===== src/rtl/ili9341_spi_tx.sv =====
// Byte-level SPI transmitter for the ILI9341 panel.
// Accepts one command/data byte plus D/C flag per handshake and shifts it
// out MSB-first in SPI mode 0, framed by chip select, then pulses done.
// Every output comes straight from a flop; next values are formed in one
// combinational process and captured by one register process.

module ili9341_spi_tx #(
  parameter int CLK_DIV = 2
) (
  input  logic       clk,
  input  logic       rst,
  input  logic       load,
  input  logic [7:0] data,
  input  logic       dc,
  output logic       ready,
  output logic       done,
  output logic       spi_sck,
  output logic       spi_mosi,
  output logic       spi_cs_n,
  output logic       spi_dc
);

  // Phase counter is at least one bit wide even when CLK_DIV is 1.
  localparam int              PW         = (CLK_DIV > 1) ? $clog2(CLK_DIV) : 1;
  localparam logic [PW-1:0]   PHASE_LAST = PW'(CLK_DIV - 1);
  localparam logic [PW-1:0]   PHASE_ZERO = PW'(0);
  localparam logic [PW-1:0]   PHASE_ONE  = PW'(1);

  typedef enum logic [1:0] {
    ST_IDLE  = 2'd0,
    ST_SHIFT = 2'd1,
    ST_HOLD  = 2'd2
  } state_t;

  state_t          state_r, state_s;
  logic [PW-1:0]   phase_r, phase_s;
  logic [2:0]      bit_r, bit_s;
  logic [7:0]      shift_r, shift_s;
  logic            ready_r, ready_s;
  logic            done_r, done_s;
  logic            sck_r, sck_s;
  logic            cs_n_r, cs_n_s;
  logic            dc_r, dc_s;
  logic            phase_last_s;

  // Next-state and next-output logic for the IDLE -> SHIFT -> HOLD frame.
  always_comb begin
    state_s      = state_r;
    phase_s      = phase_r;
    bit_s        = bit_r;
    shift_s      = shift_r;
    ready_s      = ready_r;
    done_s       = 1'b0;
    sck_s        = sck_r;
    cs_n_s       = cs_n_r;
    dc_s         = dc_r;
    phase_last_s = (phase_r == PHASE_LAST);

    case (state_r)
      ST_IDLE: begin
        if (load) begin
          // Latch the byte and D/C together; D/C setup equals CS setup.
          shift_s = data;
          dc_s    = dc;
          cs_n_s  = 1'b0;
          ready_s = 1'b0;
          sck_s   = 1'b0;
          phase_s = PHASE_ZERO;
          bit_s   = 3'd0;
          state_s = ST_SHIFT;
        end else begin
          state_s = ST_IDLE;
        end
      end

      ST_SHIFT: begin
        if (phase_last_s) begin
          phase_s = PHASE_ZERO;
          if (!sck_r) begin
            sck_s = 1'b1;
          end else begin
            sck_s = 1'b0;
            if (bit_r == 3'd7) begin
              // Last falling edge: keep MOSI on bit 0 through HOLD.
              state_s = ST_HOLD;
            end else begin
              bit_s   = bit_r + 3'd1;
              shift_s = {shift_r[6:0], 1'b0};
            end
          end
        end else begin
          phase_s = phase_r + PHASE_ONE;
        end
      end

      ST_HOLD: begin
        if (phase_last_s) begin
          phase_s = PHASE_ZERO;
          bit_s   = 3'd0;
          shift_s = 8'h00;
          cs_n_s  = 1'b1;
          ready_s = 1'b1;
          done_s  = 1'b1;
          state_s = ST_IDLE;
        end else begin
          phase_s = phase_r + PHASE_ONE;
        end
      end

      default: begin
        state_s = ST_IDLE;
        phase_s = PHASE_ZERO;
        bit_s   = 3'd0;
        shift_s = 8'h00;
        sck_s   = 1'b0;
        cs_n_s  = 1'b1;
        ready_s = 1'b1;
      end
    endcase
  end

  // State and output registers with synchronous active-high reset.
  always_ff @(posedge clk) begin
    if (rst) begin
      state_r <= ST_IDLE;
      phase_r <= PHASE_ZERO;
      bit_r   <= 3'd0;
      shift_r <= 8'h00;
      ready_r <= 1'b1;
      done_r  <= 1'b0;
      sck_r   <= 1'b0;
      cs_n_r  <= 1'b1;
      dc_r    <= 1'b0;
    end else begin
      state_r <= state_s;
      phase_r <= phase_s;
      bit_r   <= bit_s;
      shift_r <= shift_s;
      ready_r <= ready_s;
      done_r  <= done_s;
      sck_r   <= sck_s;
      cs_n_r  <= cs_n_s;
      dc_r    <= dc_s;
    end
  end

  assign ready    = ready_r;
  assign done     = done_r;
  assign spi_sck  = sck_r;
  assign spi_mosi = shift_r[7];
  assign spi_cs_n = cs_n_r;
  assign spi_dc   = dc_r;

endmodule


===== config.mk =====
export PLATFORM = sky130hd
export DESIGN_NAME = ili9341_spi_tx
export DESIGN_NICKNAME = d
export VERILOG_FILES = /design/src/rtl/ili9341_spi_tx.sv
export SDC_FILE = /design/constraint.sdc
export NUM_CORES = 1
export LEC_CHECK = 0
export CAP_MARGIN = 15
export CORE_MARGIN = 4
export CORE_UTILIZATION = 25
export DETAILED_ROUTE_END_ITERATION = 10
export HOLD_SLACK_MARGIN = 0.12
export PLACE_DENSITY = 0.45
export RECOVER_POWER = 50
export SLEW_MARGIN = 0
export SYNTH_ARGS = -nofsm -noshare
export SYNTH_HDL_FRONTEND = slang
export SYNTH_SLANG_ARGS = --single-unit

===== constraint.sdc =====
create_clock -name clk -period 2 [get_ports clk]
set_clock_uncertainty 0.05 [all_clocks]
set_input_delay 0.4 -clock clk [delete_from_list [all_inputs] [get_ports clk]]
set_output_delay 0.4 -clock clk [all_outputs]
set_load 0.01 [all_outputs]

Word level (Yosys, flattened, before mapping). Index checks and enable logic that the tools add are counted.

Input port bits: 12. Output and inout bits: 6. Flip-flop bits (word level): 18.

Muxes and demuxes: 27. Equality and inequality tests: 9. Reductions and logical operators: 8. Bitwise gates (word level): 2. Add/sub/neg operators: 2.

Operators by type and width (count): 8-bit two-way mux (5); 8-bit case mux with 3 select lines (1); 3-bit two-way mux (5); 2-bit inequality test (second input constant) (6); 3-bit case mux with 3 select lines (1); 2-bit two-way mux (4); 1-bit two-way mux (7); 1-bit case mux with 3 select lines (2); 2-bit case mux with 3 select lines (1); 3-bit AND reduction (2); 5-bit AND reduction (1); 4-bit AND reduction (1); 2-bit OR reduction (2); 3-bit by 1-bit adder with 3-bit output (second input constant) (1); 3-bit equality test (second input constant) (1); 2-bit by 1-bit equality test with 1-bit output (second input constant) (1); 2-bit equality test (second input constant) (1); 2-bit logical NOT (1); 1-bit NOT (2); 1-bit case mux with 2 select lines (1); 2-bit AND reduction (1); 1-bit adder (second input constant) (1).

Logic depth before layout (Yosys ltp).
Depth in word-level cells: 5. Mapped depth: 7.

Least setup slack after synthesis. No wires, ideal clock.

Path type: register to register. Start point: register bit_r[0]. End point: register shift_r[1]. Stages on the path, launching flop included: 7. Path slack: 0.416 ns. Arrival: 1.415 ns. Buffers on the path: 1. Data required time: 1.832 ns. Clock period less this slack: 1.584 ns. Path through: dfxtp_1 ha_1 ha_1 nand2b_2 a211o_1 buf_6 mux2i_1.

Cells in the longest elaborated chain, start to end: 3.

RTL lines: start, declared (RTL line 37) `logic [2:0] bit_r, bit_s;`; start signal, assigned (RTL line 137) `bit_r <= bit_s;`; 3-bit equality test (RTL line 83) `if (bit_r == 3'd7) begin`; 2-bit inequality test (no source line); 5-bit AND reduction (no source line); end signal, assigned (RTL line 138) `shift_r <= shift_s;`; end, declared (RTL line 38) `logic [7:0] shift_r, shift_s;`.

Every way passes these cells. A chain may end at the register's enable or synchronous reset.

Final worst setup path.
Start point: register state_r[0]. End point: register shift_r[3].

Cells in the longest elaborated chain, start to end: 3. Elaborated cells on any way between the ends: 10.

RTL lines: start, declared (RTL line 35) `state_t state_r, state_s;`; start signal, assigned (RTL line 135) `state_r <= state_s;`; 2-bit by 1-bit equality test with 1-bit output (tied with other cells) (RTL line 59) `case (state_r)`; 2-bit inequality test (no source line); 5-bit AND reduction (no source line).

Several ways; a longest one is shown, not always the timed one.

==> impl_metrics.yaml <==
sta:
  finalCritPeriodShare_pct: 89.8
  setup_tns_ns: 0
  hold_slack_ns: 0.402
  maxSlewViolCount: 0
  worstMarginPinSlew_ns: 0.487
  slew_headroom_pct: 67.5
  rsz0062_at_grt: "false"
  fmax_mhz: 556
  setup_viol: 0
  period_needed_ns: 1.80
  hold_violations: 0
global_routing:
  grt.met1_usage_pct: 12.6
  antenna_found_initial: 0
  grt_util_met3_pct: 1.29
  grt_pass1_wl_microns: 3970
  overflow: 0
  met2_usage_pct: 15.9
  grt_use_total_pct: 10.0
  top_usage_layer: "met2"
  grt_max_degree: 21
  first_global_vias: 868
final_layout:
  fin_util_pct: 33.5
  stdcell_area_sq_um: 1240
  diodes: 0
  drive_gt1_share_pct: 13.0
  areaGrowthSynthToFinish_pct: 27.9
  nets: 142
setup_path:
  cp-start-kind: "flip-flop"
  worstSetupPathType: "flip-flop to flip-flop"
  r2r_slack_ns: 0.20
  worstPathArrival_ns: 1.88
  required_ns: 2.08
  end_kind: "flip-flop"
  worstPathMaxFanout: 7
floorplan:
  num_rows: 22
  core_area_sq_um: 3720
  num_io_pins: 18
  dieArea_sq_um: 4950
  dieHeight_microns: 70.4
  die_w_microns: 70.4
  initial_core_util_pct: 26.2
yosys:
  yosys-mux-area-fraction_pct: 11.3
  synth_edf_count: 0
  synth_area_leaders: "dfxtp_1 (37%), mux2i_1 (11%), nand2_1 (8.5%), ha_1 (7.7%), a22o_1 (6.3%)"
  synth_top_family_by_area: "compound AO/OA/AOI/OAI gates"
  synth_top_area_share_pct: 37.1
  synthAdderAreaFrac_pct: 7.72
  ys_seq_area_share_pct: 37.1
  synth-simple-area-share_pct: 18.4
  synth-seq-cells: 18
  yosysTopAreaCell: "dfxtp_1"
  synth_area_per_cell_sq_um: 9.26
  synthArstFlopShare_pct: 0
  synth-xor-area-share_pct: 0
  ys.flop_type: "dfxtp_1"
  synthDistinctLibCells: 30
  ys_warn_count: 0
  syn_nets: 123
  syn_inst: 105
  syn_area_sq_um: 972
  synth_compound_area_share_pct: 19.8
clock_tree:
  clk_pin_slew_ns: 0.07
  postCtsSetupBuffers: 0
  postCtsHoldBufs: 0
  post_cts_resized: 0
  clockRootBuffer: "clkbuf_8"
  h-tree-depth: 1
  cts_tree: "done"
  cts.sinks: 18
  cts_buffers: 3
  clockBufferDepth: 2
  insertion_delay_ns: 0.26
pwr:
  pwr-share-clk_pct: 22.9
  p_sw_mw: 0.455
  powerDensity_nw_per_um2: 1080
  sw_frac_of_total_pct: 33.9
  vdd_drop_max_uv: 270
  p_comb_share_pct: 41.1
  leakagePower_nw: 0.516
  finalPower_mw: 1.34
  p_int_mw: 0.886
  p_seq_share_pct: 36.0
detailed_routing:
  wl_per_cell_microns: 12.3
  antenna_left: 0
  wl_microns: 2100
  initialDrtViolationCount: 29
  drc: 0
  vias: 787
  drtPass1Iterations: 4
  via_per_inst: 4.60
place:
  placed_cell_area_sq_um: 1190
  io_buffers: 17
  gp_congestion: 0.769
  place_hpwl_microns: 1540
min_path:
  holdCritPathClass: "flip-flop to flip-flop"
job:
  cap_violations: 0
outcome:
  status: "completed"
-- state kept, by name, summed over array words and instances, names as in the netlist --
name,flops
spi_dc,1
spi_cs_n,1
state_r,2
spi_sck,1
phase_last_s,1
done,1
shift_r,8
bit_r,3
-- placed cells by master (no fill, tap or decap) --
cell type,instances
nand2_1,22
dfxtp_1,18
mux2i_1,11
clkdlybuf4s50_1,11
a22o_1,7
ha_1,6
dlygate4sd3_1,6
nand3_1,5
a21oi_1,5
inv_1,4
clkbuf_8,4
buf_4,3
and2b_2,2
o31ai_1,2
nand2b_2,1
o21ba_4,1
nor2b_2,1
a211oi_4,1
a21boi_0,1
nor3_1,1
o21bai_1,1
a21bo_2,1
o21a_1,1
nand3b_1,1
a211o_1,1
o21ai_0,1
or3b_2,1
and3_2,1
or4_1,1
o311ai_0,1
clkbuf_1,1
-- Yosys cell counts, types with 2 or more instances --
master    instances
a22o_1            7
and2b_2           2
o31ai_1           2
buf_2             2
nand2_1          22
nand3_1           5
mux2i_1          11
dfxtp_1          18
ha_1              6
inv_1             4
a21oi_1           5
clkbuf_1          3
-- through the flow --
step | setup WS, ns | cells
after floorplan | 0.416 | 105
after global placement | 0.134 | 167
after detailed placement | 0.101 | 167
after CTS | 0.195 | 171
after global routing | 0.131 | 171
final | 0.203 | 171
-- power by group through the flow --
| stage | combinational (mW) | clock (mW) | sequential [mW] |
|---|---|---|---|
| floorplan | 0.443 | 0 | 0.487 |
| global placement | 0.570 | 0 | 0.489 |
| detailed placement | 0.574 | 0 | 0.492 |
| CTS | 0.576 | 0.321 | 0.484 |
| global route | 0.620 | 0.334 | 0.497 |
| finish | 0.551 | 0.307 | 0.482 |
-- final timing paths --
| check | cells past startpoint | from | endpoint |
|---|---|---|---|
| setup / recovery | 5 | state_r[0]$_SDFFE_PP0P_ | shift_r[3]$_SDFFE_PP0P_ |
| hold / removal | 2 | spi_dc$_SDFFE_PP0P_ | spi_dc$_SDFFE_PP0P_ |
| setup reg to reg | 5 | state_r[0]$_SDFFE_PP0P_ | shift_r[3]$_SDFFE_PP0P_ |
| hold reg to reg | 2 | spi_dc$_SDFFE_PP0P_ | spi_dc$_SDFFE_PP0P_ |
-- per-layer routing --
metal / wire [microns] / part of all wire [%]
met5: 0 / 0
met4: 63 / 3.0
met3: 67 / 3.2
met2: 981 / 47
met1: 987 / 47
-- cells by family after synthesis --
group                    Yosys count
AO/OA/AOI/OAI                     23
adder cells (fa/ha/maj)            6
buffers and inverters             11
flip-flops                        18
multiplexers                      11
AND/OR/NAND/NOR                   36
-- final cells by class --
| type | instances | area (sq um) |
|---|---|---|
| fillers | 396 | 2470 |
| multi-input cells | 76 | 557 |
| flip-flops and latches | 18 | 360 |
| repair buffers | 21 | 196 |
| well taps | 48 | 60.1 |
| clock buffers | 4 | 55.1 |
| inverters | 4 | 15.0 |
-- worst max-delay path: stages (launching register included) --
cell and delay (ns):
dfxtp_1 0.37, inv_1 0.09, ha_1 0.29, o21ba_4 0.27, a211o_1 0.42, mux2i_1 0.17
Power figures use the tool's default switching activity.
